$ cat config.mk
export PLATFORM = sky130hd
export DESIGN_NAME = quad_input_filter
export DESIGN_NICKNAME = d
export VERILOG_FILES = /design/src/rtl/quad_input_filter.sv
export SDC_FILE = /design/constraint.sdc
export NUM_CORES = 1
export LEC_CHECK = 0
export CORE_UTILIZATION = 35
export CTS_BUF_LIST = sky130_fd_sc_hd__clkbuf_8
export CTS_CLUSTER_SIZE = 25
export DETAILED_ROUTE_END_ITERATION = 16
export PLACE_DENSITY_LB_ADDON = 0.2
export SLEW_MARGIN = 25
export SYNTH_ARGS = -nofsm -noshare
export SYNTH_HDL_FRONTEND = slang
export SYNTH_SLANG_ARGS = --single-unit
$ cat constraint.sdc
create_clock -name clk -period 1.2 [get_ports clk]
set_input_delay 0.18 -clock clk [delete_from_list [all_inputs] [get_ports clk]]
set_output_delay 0.18 -clock clk [all_outputs]
set_load 0.005 [all_outputs]
$ cat src/rtl/quad_input_filter.sv
// Quadrature pin conditioner: per-pin synchroniser + stability filter, then step/dir/err decode.
// Define QIF_ERR_CNT_EN to build the saturating illegal-transition counter (err_cnt/err_clr).
module quad_input_filter #(
  parameter int SYNC_STAGES = 2,
  parameter int FILT_W      = 4,
  parameter int FILT_LEN    = 8
) (
  input  logic       clk,
  input  logic       reset,
  input  logic       A_in,
  input  logic       B_in,
  input  logic       err_clr,
  output logic       A,
  output logic       B,
  output logic       step,
  output logic       dir,
  output logic       err,
  output logic       armed,
  output logic [7:0] err_cnt
);

  localparam int WARM_W = $clog2(SYNC_STAGES + 1);
  localparam logic [FILT_W-1:0] CNT_LIM  = FILT_W'(FILT_LEN - 1);
  localparam logic [WARM_W-1:0] WARM_MAX = WARM_W'(SYNC_STAGES);

  logic [SYNC_STAGES-1:0] sync_a_q, sync_a_d, sync_b_q, sync_b_d;
  logic [FILT_W-1:0]      cnt_a_q, cnt_a_d, cnt_b_q, cnt_b_d;
  logic [WARM_W-1:0]      warm_q, warm_d;
  logic a_q, a_d, b_q, b_d, pa_q, pa_d, pb_q, pb_d;
  logic step_q, step_d, dir_q, dir_d, err_q, err_d, armed_q, armed_d;
  logic s_a, s_b, ch_a, ch_b, warm_done;
  logic [7:0] err_cnt_q, err_cnt_d;

  assign s_a       = sync_a_q[SYNC_STAGES-1];
  assign s_b       = sync_b_q[SYNC_STAGES-1];
  assign ch_a      = a_q ^ pa_q;
  assign ch_b      = b_q ^ pb_q;
  assign warm_done = (warm_q == WARM_MAX);

  always_comb begin
    sync_a_d = {sync_a_q[SYNC_STAGES-2:0], A_in};
    sync_b_d = {sync_b_q[SYNC_STAGES-2:0], B_in};
    a_d      = a_q;
    b_d      = b_q;
    cnt_a_d  = cnt_a_q;
    cnt_b_d  = cnt_b_q;
    if (s_a == a_q) begin
      cnt_a_d = '0;
    end else if (cnt_a_q == CNT_LIM) begin
      a_d     = s_a;
      cnt_a_d = '0;
    end else begin
      cnt_a_d = cnt_a_q + FILT_W'(1);
    end
    if (s_b == b_q) begin
      cnt_b_d = '0;
    end else if (cnt_b_q == CNT_LIM) begin
      b_d     = s_b;
      cnt_b_d = '0;
    end else begin
      cnt_b_d = cnt_b_q + FILT_W'(1);
    end
  end

  // The compare only means something once real pin samples have reached the last sync
  // stage; arming earlier would let reset zeros "match" and expose a power-up double edge.
  always_comb begin
    pa_d    = a_q;
    pb_d    = b_q;
    warm_d  = warm_done ? warm_q : warm_q + WARM_W'(1);
    armed_d = armed_q | (warm_done & (s_a == a_q) & (s_b == b_q));
    step_d  = armed_q & (ch_a ^ ch_b);
    err_d   = armed_q & ch_a & ch_b;
    // Forward order 00->10->11->01 reduces to new A differing from old B.
    dir_d   = step_d ? (a_q ^ pb_q) : dir_q;
  end

`ifdef QIF_ERR_CNT_EN
  always_comb begin
    err_cnt_d = err_cnt_q;
    if (err_clr) begin
      err_cnt_d = 8'd0;
    end else if (err_q && (err_cnt_q != 8'd255)) begin
      err_cnt_d = err_cnt_q + 8'd1;
    end else begin
      err_cnt_d = err_cnt_q;
    end
  end
  assign err_cnt = err_cnt_q;
`else
  logic unused_err_clr;
  assign unused_err_clr = err_clr;
  assign err_cnt_d      = 8'd0;
  assign err_cnt        = 8'd0;
`endif

  always_ff @(posedge clk or posedge reset) begin
    if (reset) begin
      sync_a_q  <= '0;
      sync_b_q  <= '0;
      cnt_a_q   <= '0;
      cnt_b_q   <= '0;
      warm_q    <= '0;
      a_q       <= 1'b0;
      b_q       <= 1'b0;
      pa_q      <= 1'b0;
      pb_q      <= 1'b0;
      step_q    <= 1'b0;
      dir_q     <= 1'b0;
      err_q     <= 1'b0;
      armed_q   <= 1'b0;
      err_cnt_q <= 8'd0;
    end else begin
      sync_a_q  <= sync_a_d;
      sync_b_q  <= sync_b_d;
      cnt_a_q   <= cnt_a_d;
      cnt_b_q   <= cnt_b_d;
      warm_q    <= warm_d;
      a_q       <= a_d;
      b_q       <= b_d;
      pa_q      <= pa_d;
      pb_q      <= pb_d;
      step_q    <= step_d;
      dir_q     <= dir_d;
      err_q     <= err_d;
      armed_q   <= armed_d;
      err_cnt_q <= err_cnt_d;
    end
  end

  assign A     = a_q;
  assign B     = b_q;
  assign step  = step_q;
  assign dir   = dir_q;
  assign err   = err_q;
  assign armed = armed_q;

endmodule
# Word level (Yosys, flattened, before mapping)
# Cells that the tools add are included.
[totals] reg_bits=22 latch_bits=0 ramBits=0 mem_bits_ro=0 out_inout_bits=14 wordCells=39 memories=0
[op_classes] n_addsub=3 mul=0 n_div=0 magnitude_cmp=0 eq_ne=5 shifts=0 mux=4 bitwise=12 reduce_logical=2
[ops] cell="$mux W4" n=4
[ops] cell="$add A4 B1 Y4 const B" n=2
[ops] cell="$eq A4 B3 Y1 const B" n=2
[ops] cell="$and A1 B1 Y1" n=5
[ops] cell="$reduce_and A2 Y1" n=2
[ops] cell="$xor A1 B1 Y1" n=4
[ops] cell="$add A2 B1 Y2 const B" n=1
[ops] cell="$eq A1 B1 Y1" n=2
[ops] cell="$eq A2 B2 Y1 const B" n=1
[ops] cell="$not A1 Y1" n=2
[ops] cell="$or A1 B1 Y1" n=1

# Depth between registers and ports, before layout
# Gate-level depths: netlist of the first run.
[logic_depth] word_depth=4 ltp_mapped=4 ltp_nobuf=4

# Worst setup path before layout of the first run
# OpenSTA, ideal clock, no wires.
[synth_path] path_type="register -> register" from="register cnt_b_q[0]" to="register b_q (netlist: B)" t_arrival_ps=1047 required_time_ps=1075 setup_slack_ps=29 path_stages_with_launch=5 n_path_buf=0 period_less_slack_ps=1171 path_cell_list="dfrtp_1 ha_1 nand2_1 nor2_1 mux2_2"
[synth_between] elab_chain_len=2
[synth_rtl] element="from (decl)" line="27" rtl="logic [FILT_W-1:0] cnt_a_q, cnt_a_d, cnt_b_q, cnt_b_d;"
[synth_rtl] element="from (signal assigned)" line="117" rtl="cnt_b_q <= cnt_b_d;"
[synth_rtl] element="$eq A4 B3 Y1" line="57" rtl="end else if (cnt_b_q == CNT_LIM) begin"
[synth_rtl] element="$reduce_and A2 Y1 (no line)"
[synth_rtl] element="to (signal assigned)" line="105" rtl="b_q <= 1'b0;"
[synth_rtl] element="to (signal assigned)" line="120" rtl="b_q <= b_d;"
[synth_rtl] element="to (decl)" line="29" rtl="logic a_q, a_d, b_q, b_d, pa_q, pa_d, pb_q, pb_d;"
# Every way passes these cells.
# A chain may end at the register's enable or synchronous reset.

# Worst setup path in the final report of the first run
# Same ends and word-level chain as after synthesis.

==> metrics, run 1 <==
site row count=17; required time of the critical path=1340 ps; H-tree levels=1; Max VDD drop=1330 uV; Final Cycle Share=98.1%; vias in the first global route=551; clock root buffer=clkbuf_8; endpoints failing setup=0; die width=52.7 microns; Nets=105; crit path max fanout=2; Syn. warnings=0; Synth Register Bits=22; clock latency at the later pin of the worst-skew pair=250 ps; CTS tree=built; R2R setup slack=20 ps; xor/xnor cell area share of the yosys netlist=8.77%; Tot Pwr=2.66 mW; Layout area overhead=34.1%; drt drc=0; Initial Util=38.7%; DIE AREA=0.00277 sq mm; layout cells sized above 1=33.7%; # port buffers=9; cts bufs inserted=3; Layout Utilization=52.0%; Die H=52.7 microns; core footprint=0.00232 sq mm; Max Fclk=0.850 GHz; Vias=529; largest net degree at the start of global routing=23; Post-Syn Instances=72; Fillers=203; design area=0.00120 sq mm; RSZ-0062 raised after global routing=true; Total GRT Usage=12.1%; startpoint class of the critical path=flop; post-route ant nets=0; CP endpoint kind=flop; Post-synth ARST share=100%; post-synthesis sequential area ratio=61.3%; LEAKAGE=0.579 nW; initial antenna violation count=0; Worst EP arrival=1320 ps; Primary FF master, synth=dfrtp_1; ANT cells=0; Syn Std Cell Area=898 sq um; Post-Synth Adder-Cell Area=4.18%; post-synthesis cell type count=19; outcome=finished clean; Via density=4.30; placed inst area=0.00106 sq mm; Post-DP HPWL=859 microns; Worst R2R Path Depth=4; Post-Synth Simple-Gate Area=10.2%; clock slew at reported path FFs=70 ps; drt pass-1 iters=2; count leader, synth=dfrtp_1; Fin. Hold Viols=0; Post-synth top cells=dfrtp_1 (22), buf_4 (8), xnor2_1 (8), nor2_1 (6), nor3_1 (4); reg-to-reg startpoint=cnt_b_q[0]$_DFF_PP0_; combinational family with the most area after synthesis=simple AND/OR/NAND/NOR gates; Remaining Overflow, GRT=0; Fin Hold WS=248 ps; Ports=19; syn avg cell area=12.5 sq um; Hold Buf Count CTS=0; R2R Path End=B$_DFFE_PP0P_; post-synth top area share=61.3%; clk sinks=22; drt total wl=1280 microns; post-synthesis mux area share=3.62%; Cell Pwr Density=2210 mW/mm^2; final slew viol count=0; CTS Buffer Depth=2; number of flops mapped to enable cells by yosys=0; number of max-cap violations=0; compound-cell area share of the yosys netlist=3.62%; iteration-0 DRC count of the detailed router=1; GPL Wtd Cong=0.680; Setup CP Type=flop to flop; clk_skew=0.988 ps; Hold Crit Class=input pin to asynchronous set/reset pin; mean routed wirelength per cell=10.4 microns; leading area contributor after synthesis=dfrtp_1; global-route wire length before repair=2350 microns; Area contributors post-synth=dfrtp_1 (61%), xnor2_1 (7.8%), buf_4 (6.7%), ha_1 (4.2%), mux2_2 (2.5%); Final min period=1180 ps
layout make-up:
type,instances,area [sq um],share of cell area [%]
timing repair buffer,21,180,15.0
inverter,3,11.3,0.935
sequential,22,552,45.8
clock buffer,3,41.3,3.43
tap,28,35.0,2.91
multi-input combinational,46,385,32.0
what timing repair did:
action,in CTS,in global routing
endpoints found under the setup margin,6,4
hold endpoints to repair,0,0
cloned,0,0
pin swaps,4,2
resized for setup,11,14
buffers inserted,3,0
cells in the final DEF, fill, tap and decap left out, drive strengths merged:
cell,n
nand3,2
ha,3
mux2i,1
xor2,1
dfrtp,22
and3b,1
inv,3
a21oi,4
clkbuf,3
nor2b,2
xnor2,8
nor3,4
a31o,1
nor2,6
mux2,2
nand2,2
conb,8
dlygate4sd2,6
buf,12
and2,1
clkdlybuf4s50,3
per-layer routing:
metal,share of wire (%),global-route usage [%],wire (microns)
met5,0,0,0
met3,4.8,4.35,61
met4,1.6,5.26,21
met2,45,19.4,573
met1,49,14.6,620
worst max-delay path by stage:
stage	end	slack, ps	from
global placement	dir$_DFFE_PP0P_	30	B$_DFFE_PP0P_
finish	B$_DFFE_PP0P_	20	cnt_b_q[0]$_DFF_PP0_
global route	B$_DFFE_PP0P_	-40	cnt_b_q[1]$_DFF_PP0_
CTS	dir$_DFFE_PP0P_	0.04	B$_DFFE_PP0P_
floorplan	B$_DFFE_PP0P_	30	cnt_b_q[0]$_DFF_PP0_
detailed placement	A$_DFFE_PP0P_	20	cnt_a_q[0]$_DFF_PP0_
per-stage QoR:
stage | cells | setup TNS (ps) | setup WS (ps)
3_5_place_dp | 117 | 0 | 15.1
4_1_cts | 123 | 0 | 0.0396
5_1_grt | 123 | -74.8 | -40.7
3_3_place_gp | 117 | 0 | 30.1
2_1_floorplan | 79 | 0 | 28.7
6_report | 123 | 0 | 23.2
critical path, stage by stage, from the launching register on:
cell,delay (ps)
dfrtp_1,360
ha_2,190
nand2_2,70
nor2_4,140
mux2_4,300
where the power goes:
group	total (mW)	switching, mW	leakage, nW	internal, mW
Sequential	1.07	0.138	0.276	0.934
Combinational	1.15	0.438	0.281	0.714
Clock	0.436	0.212	0.0216	0.224
Total	2.66	0.789	0.579	1.87
flip-flops by register name, summed over array words and instances, names as in the netlist:
| register | count |
|---|---|
| sync_a_q | 2 |
| warm_q | 2 |
| sync_b_q | 2 |
| dir | 1 |
| cnt_b_q | 4 |
| B | 1 |
| cnt_a_q | 4 |
| armed | 1 |
| err | 1 |
| A | 1 |
| pa_q | 1 |
| step | 1 |
| pb_q | 1 |
cell families (layout without fill, tap and decap cells):
family	Yosys count	count (layout)
buf+inv	11	27
mux	3	3
flops	22	22
simple gates	18	18
other cells	1	8
compound gates	5	5
xor+xnor	9	9
fa+ha+maj	3	3
Note: power is estimated with default switching activity, not from simulation.
==> run 2: changes to the inputs <==
--- a/config.mk
+++ b/config.mk
@@ -5,11 +5,13 @@
 export SDC_FILE = /design/constraint.sdc
 export NUM_CORES = 1
 export LEC_CHECK = 0
-export CORE_UTILIZATION = 35
+export CORE_ASPECT_RATIO = 1.1
+export CORE_UTILIZATION = 30
 export CTS_BUF_LIST = sky130_fd_sc_hd__clkbuf_8
 export CTS_CLUSTER_SIZE = 25
 export DETAILED_ROUTE_END_ITERATION = 16
 export PLACE_DENSITY_LB_ADDON = 0.2
+export SKIP_CTS_REPAIR_TIMING = 1
 export SLEW_MARGIN = 25
 export SYNTH_ARGS = -nofsm -noshare
 export SYNTH_HDL_FRONTEND = slang
==> run 2 against run 1 <==
The run now ends with negative setup slack left. Clock-buffer cell count increased by 1. Sequential share of layout area decreased by 0.55 points. Combinational power decreased by 5%. Global-route usage decreased by 2.2 points. Clock power increased by 18%. Register-to-register slack got worse by 50 ps. Final cell count increased by 8.1%. Critical endpoint is now dir$_DFFE_PP0P_. Highest routed layer unchanged.
==> metrics, run 2 (same netlist as run 1, synthesis figures left out) <==
Finished Layout Cells=133; outcome=finished with violations; Clk network pwr share=19.3%; Die H=59.4 microns; Fin Hold WS=249 ps; RSZ-0062 raised after global routing=true; reg-to-reg startpoint=A$_DFFE_PP0P_; mean routed wirelength per cell=9.53 microns; clock root buffer=clkbuf_8; endpoints failing setup=1; Nets=109; commonest non-fill, non-tap cell in the layout=dfrtp_1; clk_skew=4.58 ps; Max Fclk=0.813 GHz; final setup TNS=-30.2 ps; drt drc=0; Post-DP HPWL=877 microns; Remaining Overflow, GRT=0; placed inst area=0.00106 sq mm; required time of the critical path=1340 ps; global-route wire length before repair=2150 microns; critical path buffer and inverter count=1; Worst R2R Path Depth=5; die width=54.2 microns; # port buffers=9; Hold Crit Class=input pin to asynchronous set/reset pin; clk sinks=22; Top Registers=cnt_a_q: 4 flops, cnt_b_q: 4 flops; CP max-delay cell=dfrtp_2; Total GRT Usage=9.98%; vias in the first global route=484; CTS tree=built; R2R setup slack=-30 ps; post-route ant nets=0; Via density=4.11; crit path max fanout=3; largest net degree at the start of global routing=23; Layout area overhead=36.1%; Worst EP arrival=1370 ps; sequential power share=39.8%; number of max-cap violations=0; clock slew at reported path FFs=80 ps; design area=0.00122 sq mm; Switching Fraction=28.1%; violated checks=negative setup slack; Max VDD drop=1430 uV; initial antenna violation count=0; core footprint=0.00280 sq mm; Comb pwr share=41.0%; Setup CP Type=flop to flop; commonest cells after routing, fill and taps aside=dfrtp_1 (20), buf_4 (14), conb_1 (8); CTS Buffer Depth=2; cts bufs inserted=3; ANT cells=0; Initial Util=32.1%; Crit path largest cell delay=430 ps; LEAKAGE=0.651 nW; startpoint class of the critical path=flop; Sw Pwr=0.751 mW; H-tree levels=1; Ports=19; crit path cell chain=buf_6, xor2_2, xnor2_1, and2_4, a21oi_2; Vias=547; Post-Place Cells=122; iteration-0 DRC count of the detailed router=5; GPL Wtd Cong=0.621; R2R Path End=dir$_DFFE_PP0P_; Pint=1.92 mW; clock latency at the later pin of the worst-skew pair=250 ps; CP endpoint kind=flop; Final min period=1230 ps; drt pass-1 iters=3; setup ws final=-30.2 ps; DIE AREA=0.00322 sq mm; Cell Pwr Density=2190 mW/mm^2; Fin. Hold Viols=0; layout cells sized above 1=33.0%; Tot Pwr=2.67 mW; Final Cycle Share=103%; final slew viol count=0; Top delay family on crit path=flip-flops; site row count=20; drt total wl=1270 microns
==> run 2: power groups by stage <==
| stage | Clock [mW] | Combinational, mW | Sequential, mW |
|---|---|---|---|
| global placement | 0 | 0.888 | 1.08 |
| finish | 0.515 | 1.09 | 1.06 |
| CTS | 0.536 | 0.909 | 1.08 |
| global route | 0.575 | 1.21 | 1.09 |
| detailed placement | 0 | 0.906 | 1.09 |
| floorplan | 0 | 0.560 | 1.07 |
==> run 2: worst max path at each step <==
stage | start | endpoint | slack [ps] | depth (start not counted)
2_1_floorplan | cnt_b_q[0]$_DFF_PP0_ | B$_DFFE_PP0P_ | 30 | 4
3_3_place_gp | A$_DFFE_PP0P_ | dir$_DFFE_PP0P_ | 20 | 4
3_5_place_dp | cnt_b_q[0]$_DFF_PP0_ | B$_DFFE_PP0P_ | 5 | 4
4_1_cts | A$_DFFE_PP0P_ | A | -250 | 1
5_1_grt | A$_DFFE_PP0P_ | dir$_DFFE_PP0P_ | -70 | 5
6_report | A$_DFFE_PP0P_ | dir$_DFFE_PP0P_ | -30 | 5
==> run 2: routing by layer <==
metal	global-route usage [%]	wire length (microns)	up-vias
li1	-	-	270
met1	12.3	586	262
met2	13.8	605	13
met3	4.62	54	2
met4	6.59	21	0
met5	0	0	-
==> run 2: worst reg2reg max path, delay by kind of cell, from the launching register on <==
kind,cells,cell delay [ps]
AOI/OAI and AO/OA,1,50
xor gates and xnor gates,2,350
buffers and inverters,1,120
DFF,1,430
and+or+nand+nor,1,180
==> run 2: metrics by stage <==
step | utilization (%) | worst slack [ps]
detailed placement | 37.9 | 4.71
global route | 43.6 | -73.9
floorplan | - | 28.7
global placement | 37.9 | 23.3
CTS | 39.9 | -255
finish | 43.6 | -30.2
==> run 2: final cells by class <==
class                           count  area (sq um)
Fill cell                         272          1580
Multi-Input combinational cell     46           329
Inverter                            3          11.3
Sequential cell                    22           553
Clock buffer                        4          55.1
Tap cell                           33          41.3
Timing Repair Buffer               25           233
==> run 3: changes to the inputs <==
--- a/config.mk
+++ b/config.mk
@@ -6,11 +6,12 @@
 export NUM_CORES = 1
 export LEC_CHECK = 0
 export CORE_ASPECT_RATIO = 1.1
+export CORE_MARGIN = 3
 export CORE_UTILIZATION = 30
 export CTS_BUF_LIST = sky130_fd_sc_hd__clkbuf_8
 export CTS_CLUSTER_SIZE = 25
 export DETAILED_ROUTE_END_ITERATION = 16
-export PLACE_DENSITY_LB_ADDON = 0.2
+export PLACE_DENSITY = 0.59
 export SKIP_CTS_REPAIR_TIMING = 1
 export SLEW_MARGIN = 25
 export SYNTH_ARGS = -nofsm -noshare
==> run 3 against run 2 <==
The run still ends with negative setup slack left. Clock-buffer cell count decreased by 1. Clock skew increased by 0.70 ps. Maximum frequency decreased by 0.38%. Power increased by 13%. Worst setup slack got worse by 4.7 ps. Non-clock buffer count unchanged. Worst hold slack improved by 9.5 ps. Sequential cell count unchanged. Via count increased by 6.0%.
==> metrics, run 3 (same netlist as run 1, synthesis figures left out) <==
outcome=finished with violations; violated checks=negative setup slack; Max Fclk=0.810 GHz; core footprint=0.00280 sq mm; Vias=580; final setup TNS=-34.9 ps; layout cells sized above 1=39.0%; crit path cell chain=buf_6, xnor2_4, xnor2_2, and2_4, a21oi_2; largest net degree at the start of global routing=23; Die H=63.4 microns; crit path max fanout=5; Fin. Hold Viols=0; Max VDD drop=1580 uV; final slew viol count=0; global-route wire length before repair=2130 microns; Ports=19; Crit path largest cell delay=440 ps; Final min period=1230 ps; mean routed wirelength per cell=10.5 microns; Post-Place Cells=121; reg-to-reg startpoint=B$_DFFE_PP0P_; CTS tree=built; RSZ-0062 raised after global routing=true; DIE AREA=0.00369 sq mm; endpoints failing setup=1; commonest cells after routing, fill and taps aside=dfrtp_1 (20), buf_4 (14), conb_1 (8); LEAKAGE=0.675 nW; drt total wl=1400 microns; Tot Pwr=3.01 mW; clock root buffer=clkbuf_8; Layout area overhead=43.9%; Setup CP Type=flop to flop; clk sinks=22; setup ws final=-34.9 ps; clk_skew=5.28 ps; Initial Util=32.1%; Hold Crit Class=input pin to asynchronous set/reset pin; die width=58.2 microns; Worst EP arrival=1380 ps; number of max-cap violations=0; site row count=20; placed inst area=0.00106 sq mm; # port buffers=9; Layout Utilization=46.1%; required time of the critical path=1340 ps; Fin Hold WS=258 ps; clock latency at the later pin of the worst-skew pair=260 ps; Final Cycle Share=103%; Finished Layout Cells=133; critical path buffer and inverter count=1; GPL Wtd Cong=0.694; drt pass-1 iters=2; clock slew at reported path FFs=80 ps; Cell Pwr Density=2330 mW/mm^2; origin of the worst setup path=B$_DFFE_PP0P_; Remaining Overflow, GRT=0; Via density=4.36; vias in the first global route=526; ANT cells=0; startpoint class of the critical path=flop; Total GRT Usage=7.59%; Post-DP HPWL=975 microns; Top Registers=cnt_a_q: 4 flops, cnt_b_q: 4 flops; drt drc=0; CTS Buffer Depth=2; CP max-delay cell=dfrtp_2; initial antenna violation count=0; Top delay family on crit path=flip-flops; commonest non-fill, non-tap cell in the layout=dfrtp_1; cts bufs inserted=3; post-route ant nets=0; iteration-0 DRC count of the detailed router=4; CP endpoint kind=flop; Nets=109; pre-CTS setup slack=3.71 ps; design area=0.00129 sq mm; H-tree levels=1
==> run 3: tightest hold or removal path: stages <==
cell and delay [ps]:
clkdlybuf4s50_1 400, inv_1 60, buf_4 270
==> run 3: path summary, 6_finish.rpt <==
check,to,slack [ps],cells after the start
min reg2reg,sync_a_q[1]$_DFF_PP0_,350,0
min in group clk,sync_a_q[0]$_DFF_PP0_,350,1
max,dir$_DFFE_PP0P_,-30,5
max in group asynchronous,B$_DFFE_PP0P_,710,3
max reg2reg,dir$_DFFE_PP0P_,-30,5
min,sync_a_q[0]$_DFF_PP0_,260,3
==> run 3: metal layers <==
metal  vias to the layer above  GRT usage (%)  routed length (microns)
met3                         0           4.30                      112
met5                         -              0                        0
met1                       288           9.27                      556
met4                         0          0.870                        0
met2                        20           12.0                      729
li1                        272              -                        -
==> run 3: area by class of cell <==
type                       instances  area (sq um)
fill                             263          1510
tap                               33          41.3
clock buffer                       3          41.3
sequential                        22           553
timing repair buffer              25           233
clock inverter                     1          30.0
multi-input combinational         46           383
inverter                           3          11.3
==> run 3: report_power, final <==
| group | switching [mW] | internal [mW] | total (mW) |
|---|---|---|---|
| Clock | 0.220 | 0.445 | 0.665 |
| Combinational | 0.467 | 0.796 | 1.26 |
| Sequential | 0.148 | 0.937 | 1.08 |
==> variant: new RTL, config.mk and constraints of run 1 <==
Register the inputs `A_in` and `B_in` before use. The logic sees them one clock later. The other inputs are not delayed to match.
--- a/src/rtl/quad_input_filter.sv
+++ b/src/rtl/quad_input_filter.sv
@@ -23,6 +23,14 @@
   localparam logic [FILT_W-1:0] CNT_LIM  = FILT_W'(FILT_LEN - 1);
   localparam logic [WARM_W-1:0] WARM_MAX = WARM_W'(SYNC_STAGES);
 
+  logic A_q;
+  logic B_q;
+
+  always_ff @(posedge clk) begin
+    A_q <= A_in;
+    B_q <= B_in;
+  end
+
   logic [SYNC_STAGES-1:0] sync_a_q, sync_a_d, sync_b_q, sync_b_d;
   logic [FILT_W-1:0]      cnt_a_q, cnt_a_d, cnt_b_q, cnt_b_d;
   logic [WARM_W-1:0]      warm_q, warm_d;
@@ -38,8 +46,8 @@
   assign warm_done = (warm_q == WARM_MAX);
 
   always_comb begin
-    sync_a_d = {sync_a_q[SYNC_STAGES-2:0], A_in};
-    sync_b_d = {sync_b_q[SYNC_STAGES-2:0], B_in};
+    sync_a_d = {sync_a_q[SYNC_STAGES-2:0], A_q};
+    sync_b_d = {sync_b_q[SYNC_STAGES-2:0], B_q};
     a_d      = a_q;
     b_d      = b_q;
     cnt_a_d  = cnt_a_q;
Formal check against the unedited RTL: not equivalent (Yosys sat finds a counterexample within 4 cycles, from zero or initial values and one cycle with reset high).
==> variant against run 1 <==
  * The run now ends with negative setup slack left
  * Total power is 14% higher
  * Design area grew 8.3%
  * Sequential cell count increased by 2
  * Synthesized cell count up 2.8%
  * Synthesized area is 4.5% higher
  * Worst setup slack lost 51 ps
  * Wire length rose by 4.5%
  * Critical path type unchanged
  * Largest cell class unchanged
  * Highest routed layer unchanged
==> variant: results (changes against run 1) <==
sta:
  skew_ps: 1.01  # was 0.988 ps
  setup_tns_ps: -27.7  # was 0 ps
  setup_violations: 1  # was 0
  finalWorstSetupSlack_ps: -27.7  # was 23.2 ps
  whs_ps: 245  # was 248 ps
outcome:
  violations: "negative setup slack"
  status: "complete, but fails checks"  # was complete, no violations
yosys:
  synthCells: 74  # was 72
  ys_async_sr_fraction_pct: 91.7  # was 100%
  synthTopCellsByCount: "22 x dfrtp_1, 8 x buf_4, 8 x xnor2_1"  # unchanged
  synth_cell_types: 20  # was 19
  ys_seq_area_share_pct: 62.9  # was 61.3%
  netlist_top_cells_area: "dfrtp_1 59%, xnor2_1 7.5%, buf_4 6.4%"  # was dfrtp_1 61%, xnor2_1 7.8%, buf_4 6.7%
  ys.flop_type: "dfrtp_1"  # unchanged
  yosys_warnings: 0  # unchanged
worst_setup_path:
  r2r-end: "dir"  # was B
  path_max_fanout: 3  # was 2
  worst_r2r_path_depth: 5  # was 4
  rr_startpoint: "A"  # was cnt_b_q[0]
  arrival_ps: 1380  # was 1320 ps
final_layout:
  drive_above_1_share_pct: 37.3  # was 33.7%
  largestRegisters: "cnt_a_q (4), cnt_b_q (4)"  # unchanged
  fin_util_pct: 52.2  # was 52.0%
  nFillCells: 219  # was 203
  nNetsFinal: 111  # was 105
routing:
  vias: 571  # was 529
  routed_wl_um: 1330  # was 1280 µm
  wl_per_cell_um: 10.1  # was 10.4 µm
  dr.first_iter.drc_count: 2  # was 1
  drtPass1Iterations: 4  # was 2
placed_design:
  gp_congestion: 0.654  # was 0.680
  dpl.hpwl_um: 901  # was 859 µm
  place_ws_ps: 9.51  # was 15.1 ps
  dp.cells: 120  # was 117
  io_buffer_count: 9  # unchanged
  dpl_cell_area_um2: 1090  # was 1060 µm²
power:
  cellLeakagePower_nw: 0.622  # was 0.579 nW
  ir_drop_v: 0.00112  # was 0.00133 V
clocking:
  clock_latency_ps: 250  # about the same
  clockBufferDepth: 2  # unchanged
  cts-root-buf: "clkbuf_8"  # unchanged
  path_clk_slew_ps: 80
global_routing:
  grt_pass1_wl_um: 2130  # was 2350 µm
  first_global_vias: 502  # was 551
  grt_max_degree: 23  # unchanged
  grt_antenna_before_repair: 0  # unchanged
  track_usage_pct: 10.6  # was 12.1%
variant: final cells by class:
cell class              instances  share of cell area [%]
flip-flops and latches         24                    45.4
repair buffers                 25                    16.0
multi-input cells              46                    29.4
clock inverters                 1                    2.30
well taps                      30                    2.88
clock buffers                   3                    3.16
inverters                       3                   0.863
variant: power by group:
part / switching [mW] / leakage [nW] / internal (mW)
combinational: 0.465 / 0.293 / 0.754
clock: 0.237 / 0.0357 / 0.445
sequential: 0.128 / 0.293 / 1.00
total: 0.830 / 0.622 / 2.20
variant: worst max path at each step:
stage | start | to | slack, ps
after detailed placement | cnt_b_q[0] | B | 10
final | A | dir | -30
after global routing | A | dir | -90
after global placement | cnt_b_q[0] | B | 10
after floorplan | cnt_b_q[0] | B | 30
after CTS | A | dir | -40
variant: cells by family (layout without fill, tap and decap cells):
family | Yosys count | in the layout | synth area share, %
AO/OA/AOI/OAI | 5 | 5 | 3.47
XOR/XNOR | 9 | 9 | 8.40
multiplexers | 3 | 3 | 3.47
AND/OR/NAND/NOR | 18 | 18 | 9.73
adder cells (fa/ha/maj) | 3 | 3 | 4.00
other | 1 | 8 | 0.400
flip-flops | 24 | 24 | 62.9
buffers and inverters | 11 | 32 | 7.60
variant: critical path, cell delays in order, from the launching register on:
cell and delay [ps]:
dfrtp_1 390, buf_6 140, xor2_4 180, xnor2_2 190, and2_4 180, a21oi_2 40
variant: layer usage:
| layer | routed length [µm] | up-vias | global-route usage [%] |
|---|---|---|---|
| met3 | 44 | 2 | 2.54 |
| met1 | 578 | 278 | 12.9 |
| met4 | 16 | 0 | 5.26 |
| li1 | - | 279 | - |
| met2 | 694 | 12 | 17.5 |
| met5 | 0 | - | 0 |
variant: timing repair:
| action | 4_1_cts | 5_1_grt |
|---|---|---|
| setup endpoints to repair | 7 | 6 |
| gates resized for setup | 9 | 16 |
| pin swaps | 0 | 9 |
| setup buffers | 3 | 5 |
